--- config.mk ---
export PLATFORM = sky130hd
export DESIGN_NAME = cache_arbiter
export DESIGN_NICKNAME = d
export VERILOG_FILES = /design/src/rtl/cache_arbiter.sv
export SDC_FILE = /design/constraint.sdc
export NUM_CORES = 1
export LEC_CHECK = 0
export ABC_AREA = 1
export BUFFER_PORTS_ARGS = -buffer_cell sky130_fd_sc_hd__buf_2
export CAP_MARGIN = 10
export CORE_AREA = 2 2 545 547
export CTS_CLUSTER_SIZE = 12
export DETAILED_ROUTE_END_ITERATION = 12
export DIE_AREA = 0 0 547 549
export SETUP_SLACK_MARGIN = 0.15
export SLEW_MARGIN = 5
export SYNTH_ARGS = -nofsm -noshare
export SYNTH_HDL_FRONTEND = slang
export SYNTH_SLANG_ARGS = --single-unit
--- constraint.sdc ---
create_clock -name clk -period 3.75 [get_ports clk]
set_input_delay 0.5625 -clock clk [delete_from_list [all_inputs] [get_ports clk]]
set_output_delay 0.5625 -clock clk [all_outputs]
set_load 0.01 [all_outputs]
--- src/rtl/cache_arbiter.sv ---
// Round-robin arbiter sharing one line-wide memory port between the I-cache and D-cache miss paths.
// Requests are level-held until the steered one-cycle resp pulse.
//
// state   | meaning
// IDLE    | no memory request driven; arbitrate pending requests
// SERVE_I | forwarding I-cache line read until mem_resp
// SERVE_D | forwarding D-cache read/writeback until mem_resp
module cache_arbiter #(
    parameter int S_ADDR = 32,
    parameter int S_LINE = 256
) (
    input  logic              clk,
    input  logic              rst_n,
    input  logic              i_read,
    input  logic [S_ADDR-1:0] i_addr,
    output logic [S_LINE-1:0] i_rdata,
    output logic              i_resp,
    input  logic              d_read,
    input  logic              d_write,
    input  logic [S_ADDR-1:0] d_addr,
    input  logic [S_LINE-1:0] d_wdata,
    output logic [S_LINE-1:0] d_rdata,
    output logic              d_resp,
    output logic              mem_read,
    output logic              mem_write,
    output logic [S_ADDR-1:0] mem_addr,
    output logic [S_LINE-1:0] mem_wdata,
    input  logic [S_LINE-1:0] mem_rdata,
    input  logic              mem_resp,
    output logic [31:0]       conflict_count
);

    typedef enum logic [1:0] {
        IDLE    = 2'd0,
        SERVE_I = 2'd1,
        SERVE_D = 2'd2
    } state_t;

    state_t state_q, state_d;
    logic   last_grant_d_q;   // 1: D was granted last, 0: I was granted last
    logic   conflict;

    assign i_rdata = mem_rdata;
    assign d_rdata = mem_rdata;

    always_ff @(posedge clk or negedge rst_n) begin
        if (!rst_n) begin
            state_q        <= IDLE;
            last_grant_d_q <= 1'b0;
            conflict_count <= 32'd0;
        end else begin
            state_q <= state_d;
            if (state_q == IDLE && state_d == SERVE_I) begin
                last_grant_d_q <= 1'b0;
            end else if (state_q == IDLE && state_d == SERVE_D) begin
                last_grant_d_q <= 1'b1;
            end
            if (conflict) begin
                conflict_count <= conflict_count + 32'd1;
            end
        end
    end

    always_comb begin
        state_d   = state_q;
        mem_read  = 1'b0;
        mem_write = 1'b0;
        mem_addr  = '0;
        mem_wdata = '0;
        i_resp    = 1'b0;
        d_resp    = 1'b0;
        conflict  = 1'b0;
        case (state_q)
            IDLE: begin
                if (i_read && (d_read || d_write)) begin
                    conflict = 1'b1;
                    state_d  = last_grant_d_q ? SERVE_I : SERVE_D;
                end else if (i_read) begin
                    state_d = SERVE_I;
                end else if (d_read || d_write) begin
                    state_d = SERVE_D;
                end
            end
            SERVE_I: begin
                mem_read = 1'b1;
                mem_addr = i_addr;
                if (mem_resp) begin
                    i_resp  = 1'b1;
                    state_d = IDLE;
                end
            end
            SERVE_D: begin
                // a writeback takes priority if the D-cache raises both
                mem_write = d_write;
                mem_read  = d_read & ~d_write;
                mem_addr  = d_addr;
                mem_wdata = d_wdata;
                if (mem_resp) begin
                    d_resp  = 1'b1;
                    state_d = IDLE;
                end
            end
            default: state_d = IDLE;
        endcase
    end

endmodule
==> results of run 1 <==
metal layers:
layer / track usage / vias to the layer above / share of wire
met1: 0.08239 / 3808 / 0.22
met2: 0.1899 / 1654 / 0.40
met3: 0.2099 / 512 / 0.34
met4: 0.04917 / 112 / 0.047
li1: - / 3880 / -
met5: 0.01330 / - / 0.0060
registers in the layout, indices dropped and copies added, names as in the netlist:
signal	count
conflict_count	32
state_q	2
last_grant_d_q	1
placed cells by master (no fill, tap or decap), types with 7 or more instances in the layout:
cell type    n
dfrtp_1     35
buf_2      649
nand2_1    428
nand3_1     14
nor2_2       7
inv_1      289
nand3b_1     7
nor2_1      35
diode_2     39
xor2_1      14
a21oi_1     33
metrics by stage:
stage | hold WS, ps | power [mW] | utilization | cells | instance area, um^2
floorplan | 266.9 | 2.940 | - | 1454 | 8547
global placement | 496.7 | 5.609 | 0.04348 | 5498 | 12830
detailed placement | 502.7 | 5.645 | 0.04348 | 5498 | 12830
CTS | 466.3 | 6.235 | 0.04405 | 5506 | 13000
global route | 512.3 | 6.536 | 0.04416 | 5519 | 13030
finish | 430.1 | 6.007 | 0.04438 | 5545 | 13090
worst paths after layout:
kind	startpoint	to
max	state_q[0]$_DFF_PN0_	mem_addr[24]
min	rst_n	state_q[1]$_DFF_PN0_
max reg2reg	state_q[0]$_DFF_PN0_	conflict_count[30]$_DFFE_PN0P_
min reg2reg	last_grant_d_q$_DFFE_PN0P_	last_grant_d_q$_DFFE_PN0P_
max in group asynchronous	rst_n	conflict_count[28]$_DFFE_PN0P_
min in group clk	last_grant_d_q$_DFFE_PN0P_	last_grant_d_q$_DFFE_PN0P_
logic make-up (layout without fill, tap and decap cells):
| family | count (synthesis) | in the layout | share of synthesized area |
|---|---|---|---|
| AOI/OAI and AO/OA | 36 | 36 | 0.02137 |
| xor gates and xnor gates | 19 | 19 | 0.02123 |
| adders and majority gates | 5 | 5 | 0.007320 |
| buffers and inverters | 846 | 959 | 0.5967 |
| DFF | 35 | 35 | 0.1025 |
| other | 0 | 39 | 0 |
| and+or+nand+nor | 513 | 513 | 0.2509 |
final cells by class:
cell class              count  area (um^2)  area share
well taps                3939         4928      0.3764
repair buffers            657         3333      0.2546
multi-input cells         573         2586      0.1975
inverters                 294         1104     0.08428
flip-flops and latches     35        875.8     0.06689
clock buffers               5        125.1    0.009556
diodes                     39        97.59    0.007453
clock inverters             3        43.79    0.003344
power groups by stage:
stage	clock network (mW)	registers (mW)	logic, mW
after floorplan	0	0.484	2.46
after global placement	0	0.486	5.12
after detailed placement	0	0.488	5.16
after CTS	0.587	0.480	5.17
after global routing	0.578	0.489	5.47
final	0.548	0.483	4.98
==> key figures, run 1 <==
STA
  – Final Hold Vio Count: 0
  – Final min period: 3172 ps
  – Fmax: 315.3 MHz
  – Final setup viols: 0
  – Unrepaired setup endpoints after global routing: no
  – Max-slew violations: 0
  – Setup tns final: 0 ps
  – Setup Skew: around 19 ps
  – Slew at the pin closest to its max-slew limit: 1048 ps
  – Relative max-transition margin: 0.3011
  – Final setup margin: about 580 ps
  – Final Cycle Share: 0.8458

Route
  – Vias per std cell: 1.797
  – Drt wl/cell: 37.66 um
  – DRT Pass-1 Iters: 6
  – Drt drc: 0
  – DR vias: 9966
  – ANT nets after route: 0
  – DRT Wirelength: 208.8 mm
  – First DRT Iteration DRCs: just over 600

Floorplan
  – Die X: 547 um
  – Initial Utilization: 0.02897
  – Core area: roughly 300000 um^2
  – FP Rows: 200
  – IO Pins: 1418
  – Die footprint: 300300 um^2
  – Die outline height: 549 um

Clock tree
  – Post-cts resize count: 0
  – Postcts setup bufs: 0
  – CTS Buffer Depth: 2
  – Worst-Skew Late Latency: between 300 and 400 ps
  – CTS tree: built
  – H-tree levels: 2
  – Post-CTS Hold Buffers: 0
  – Worst-path clk slew: 80 ps
  – Sink Count: 35
  – Clock buffer count from CTS: 5
  – Clock root cell: clkbuf_16

Logic synthesis
  – Top cells by count, synth: 512 x buf_4, 428 x nand2_1, 290 x inv_1
  – #FFs+latches synth: 35
  – Syn avg cell area: 5.878 um^2
  – Cell Area, Synth: 8547 um^2
  – Post-Synthesis Cells: 1454
  – Asr flop ratio synth: 1.000
  – Synth top area share: 0.4497
  – Cell variety after synth: 30
  – Top_reg_cell synth: dfrtp_1
  – Synth warn: 0
  – Syn_nets: around 2000
  – Post-synth EDFFs: 0
  – Synth top area cells: buf_4 45%, nand2_1 19%, inv_1 13%, dfrtp_1 10%, a21oi_1 1.9%
  – Area leader, netlist: buf_4
  – Most common cell in the netlist: buf_4
  – Sequential area share after synthesis: 0.1025

Setup path
  – Crit end category: primary output
  – Crit path cell chain: inv_1 > ha_4 > buf_12 > nand2_1 > a21oi_1 > buf_2
  – CP Depth: 6
  – WS Path Type: register to primary output
  – Crit path buf inv count: 3
  – Critical path's top delay family: buffers and inverters
  – CP required: about 3200 ps
  – Slowest-stage cell, CP: dfrtp_1
  – CP max FO: between 80 and 90
  – Reg2Reg Depth: 9
  – Reg2Reg Setup Slack: between 1500 and 2000 ps
  – Crit path DAT: 2610 ps
  – Worst path max stage delay: about 430 ps
  – Critical Path Start Type: register

Pwr
  – Internal: ~2.0 mW
  – Sw Pwr: 4.037 mW
  – Switching share of power: 0.6721
  – PwrDens: 458.8 nW/um^2
  – Clk pwr share: 0.091
  – Pleak: 7.060 nW
  – Combinational power share: 0.828
  – IR drop worst, VDD: approximately 0.27 mV
  – Flop pwr share: 0.080

Placement
  – Port bufs: 649
  – RD Place Congestion: 0.9500
  – Setup Slack @ Placement: 802.6 ps
  – Detailed Place HPWL: 201.2 mm

Layout
  – Fin nets: ~2200
  – Layout cells sized above 1: 0.4448
  – Filler Cells Inserted: 35280
  – Syn-to-layout area delta: 53.20%

Global routing
  – Initial antenna violation count: 202
  – Pin count of the biggest net entering global routing: 88
  – First-pass GRT wire length: 229.4 mm
  – Vias in the first global route: 8771
  – Overflow after GRT: 0
  – GRT Total Usage: 0.1334

Run
  – # Max-Cap Violations: 0

Outcome
  – Status: finished clean

Min path
  – HP Class: input port to async pin
No activity file was read; power rests on OpenSTA's default activity.
==> run 2: changes to the inputs <==
- CORE_AREA: 2 2 545 547 -> 2 2 547 549
- DIE_AREA: 0 0 547 549 -> 0 0 549 551
- clock period: 3.75 -> 2.95 ns (I/O delays scaled with it)
==> key figures, run 2 (synthesized netlist as in run 1, its figures left out) <==
Outcome
  – Status: finished clean

Setup path
  – Critical register-to-register path startpoint: state_q[0]$_DFF_PN0_
  – Reg2Reg Setup Slack: 790 ps (-800 ps)
  – Crit path DAT: 2210 ps (-400 ps)
  – End point of the critical path: mem_addr[30]
  – WS Path Type: register to primary output
  – Crit end category: primary output
  – Critical Path Start Type: register
  – CP required: 2510 ps (-680 ps)
  – Reg2Reg Depth: 8 (-1)
  – CP max FO: 59 (-32%)
  – Reg2reg end: conflict_count[20]$_DFFE_PN0P_
  – Crit path launch: state_q[0]$_DFF_PN0_

Pwr
  – Flop pwr share: 0.079 (about the same)
  – Clk pwr share: 0.074 (-0.017)
  – Sw Pwr: 5.128 mW (+27%)
  – Combinational power share: 0.847 (+0.019)
  – Internal: 2.599 mW (+32%)
  – Pleak: 7.096 nW (+0.51%)
  – Switching share of power: 0.6636 (-0.008463)
  – PwrDens: 586.0 nW/um^2 (+28%)
  – IR drop worst, VDD: 0.3047 mV (+15%)

STA
  – Relative max-transition margin: 0.3583 (+0.05718)
  – Final Hold Vio Count: 0 (unchanged)
  – Hold_ws: 300.7 ps (-129.4 ps)
  – Fmax: 376.6 MHz
  – Final setup viols: 0 (unchanged)
  – Setup tns final: 0 ps (unchanged)
  – Unrepaired setup endpoints after global routing: no
  – Max-slew violations: 0 (unchanged)
  – Slew at the pin closest to its max-slew limit: 962.6 ps (-85.76 ps)
  – Final min period: 2655 ps
  – Setup Skew: 15.31 ps (-3.968 ps)
  – Final Cycle Share: 0.9000

Clock tree
  – Sink Count: 35 (unchanged)
  – Worst-path clk slew: 70 ps (about the same)
  – CTS tree: built
  – Post-CTS Hold Buffers: 0 (unchanged)
  – Worst-Skew Late Latency: 300 ps (about the same)
  – Clock buffer count from CTS: 5 (unchanged)
  – CTS Buffer Depth: 2 (unchanged)
  – Clock root cell: clkbuf_16
  – H-tree levels: 2 (unchanged)

Route
  – Drt drc: 0 (unchanged)
  – ANT nets after route: 0 (unchanged)
  – First DRT Iteration DRCs: 760 (+25%)
  – Vias per std cell: 1.833 (+2.0%)
  – DRT Pass-1 Iters: 5 (-1)
  – Drt wl/cell: 37.37 um (-0.77%)
  – DR vias: 10160 (+1.9%)
  – DRT Wirelength: 207.1 mm (-0.82%)

Floorplan
  – Die outline height: 551 um (+0.36%)
  – Core area: 296300 um^2 (+0.42%)
  – Die footprint: 302500 um^2 (+0.73%)
  – Initial Utilization: 0.02885 (-0.0001223)
  – FP Rows: 200 (unchanged)
  – IO Pins: 1418 (unchanged)
  – Die X: 549 um (+0.37%)

Layout
  – Largest regs: conflict_count: 32 flops, state_q: 2 flops, last_grant_d_q: 1 flops
  – Max reg flops: 32 (unchanged)
  – Largest Register: conflict_count
  – Most common cell after layout, fill and taps aside: buf_2
  – Leading cell types in the layout, fill and taps excluded: 647 x buf_2, 427 x nand2_1, 289 x inv_1, 35 x nor2_1, 35 x dfrtp_1
  – Fin nets: 2157 (+0.19%)
  – Filler Cells Inserted: 35550 (+0.79%)
  – Layout cells sized above 1: 0.4478 (+0.002972)
  – Syn-to-layout area delta: 54.28%

Placement
  – RD Place Congestion: 0.9636 (+1.4%)
  – Detailed Place HPWL: 199.4 mm (-0.92%)
  – Port bufs: 649 (unchanged)

Global routing
  – GRT Total Usage: 0.1305 (-0.002843)
  – Initial antenna violation count: 161 (-20%)
  – Vias in the first global route: 9524 (+8.6%)
  – Pin count of the biggest net entering global routing: 80 (-9.1%)
  – Overflow after GRT: 0 (unchanged)
  – First-pass GRT wire length: 227.8 mm (-0.69%)

Run
  – # Max-Cap Violations: 0 (unchanged)

Min path
  – HP Class: input port to async pin
## run 2: metrics by stage
stage                     power [mW]  instances  cell area, um^2     util  setup WS, ps
after floorplan                3.737       1454             8547        -          1034
after global placement         7.433       5502            12940  0.04367         234.5
after detailed placement       7.377       5502            12940  0.04367         279.7
after CTS                      8.017       5509            13090  0.04419         162.0
after global routing           8.351       5518            13130  0.04430         161.2
final                          7.727       5542            13190  0.04451         294.9
## run 2: power by group through the flow
stage	clock, mW	combinational (mW)	sequential (mW)
after floorplan	0	3.12	0.616
after global placement	0	6.81	0.619
after detailed placement	0	6.76	0.616
after CTS	0.615	6.79	0.608
after global routing	0.611	7.12	0.617
final	0.570	6.55	0.610
## run 2: cell type report
type / count / area [um^2] / share of cell area
flip-flops and latches: 35 / 875.8 / 0.06642
clock buffers: 6 / 138.9 / 0.01053
well taps: 3939 / 4928 / 0.3738
diodes: 33 / 82.58 / 0.006262
inverters: 294 / 1104 / 0.08369
multi-input cells: 573 / 2597 / 0.1970
repair buffers: 661 / 3455 / 0.2620
clock inverters: 1 / 5.005 / 0.0003795
## run 2: how the worst min path moves through the flow
stage | endpoint | startpoint | cells past startpoint | slack [ps]
finish | last_grant_d_q$_DFFE_PN0P_ | rst_n | 1 | 300
global route | last_grant_d_q$_DFFE_PN0P_ | rst_n | 1 | 370
CTS | last_grant_d_q$_DFFE_PN0P_ | rst_n | 1 | 330
detailed placement | last_grant_d_q$_DFFE_PN0P_ | last_grant_d_q$_DFFE_PN0P_ | 2 | 500
global placement | last_grant_d_q$_DFFE_PN0P_ | last_grant_d_q$_DFFE_PN0P_ | 2 | 500
floorplan | conflict_count[0]$_DFFE_PN0P_ | rst_n | 0 | 150
## run 2: routing by layer
metal / part of all wire / vias up / global-route usage
met1: 0.22 / 4149 / 0.08458
met4: 0.037 / 128 / 0.04028
li1: - / 3882 / -
met2: 0.38 / 1571 / 0.1752
met5: 0.0047 / - / 0.004847
met3: 0.36 / 428 / 0.2188
## run 2: worst max-delay path: stages (launching register included)
cell and delay [ps]:
dfrtp_1 440, inv_1 150, ha_4 190, buf_12 300
nand2_1 90, a21oi_1 310, buf_2 340
## run 2: timing repair
item                       4_1_cts  5_1_grt
setup endpoints to repair        2        2
cloned                           0        0
setup buffers                    0        0
resized for setup                3        2
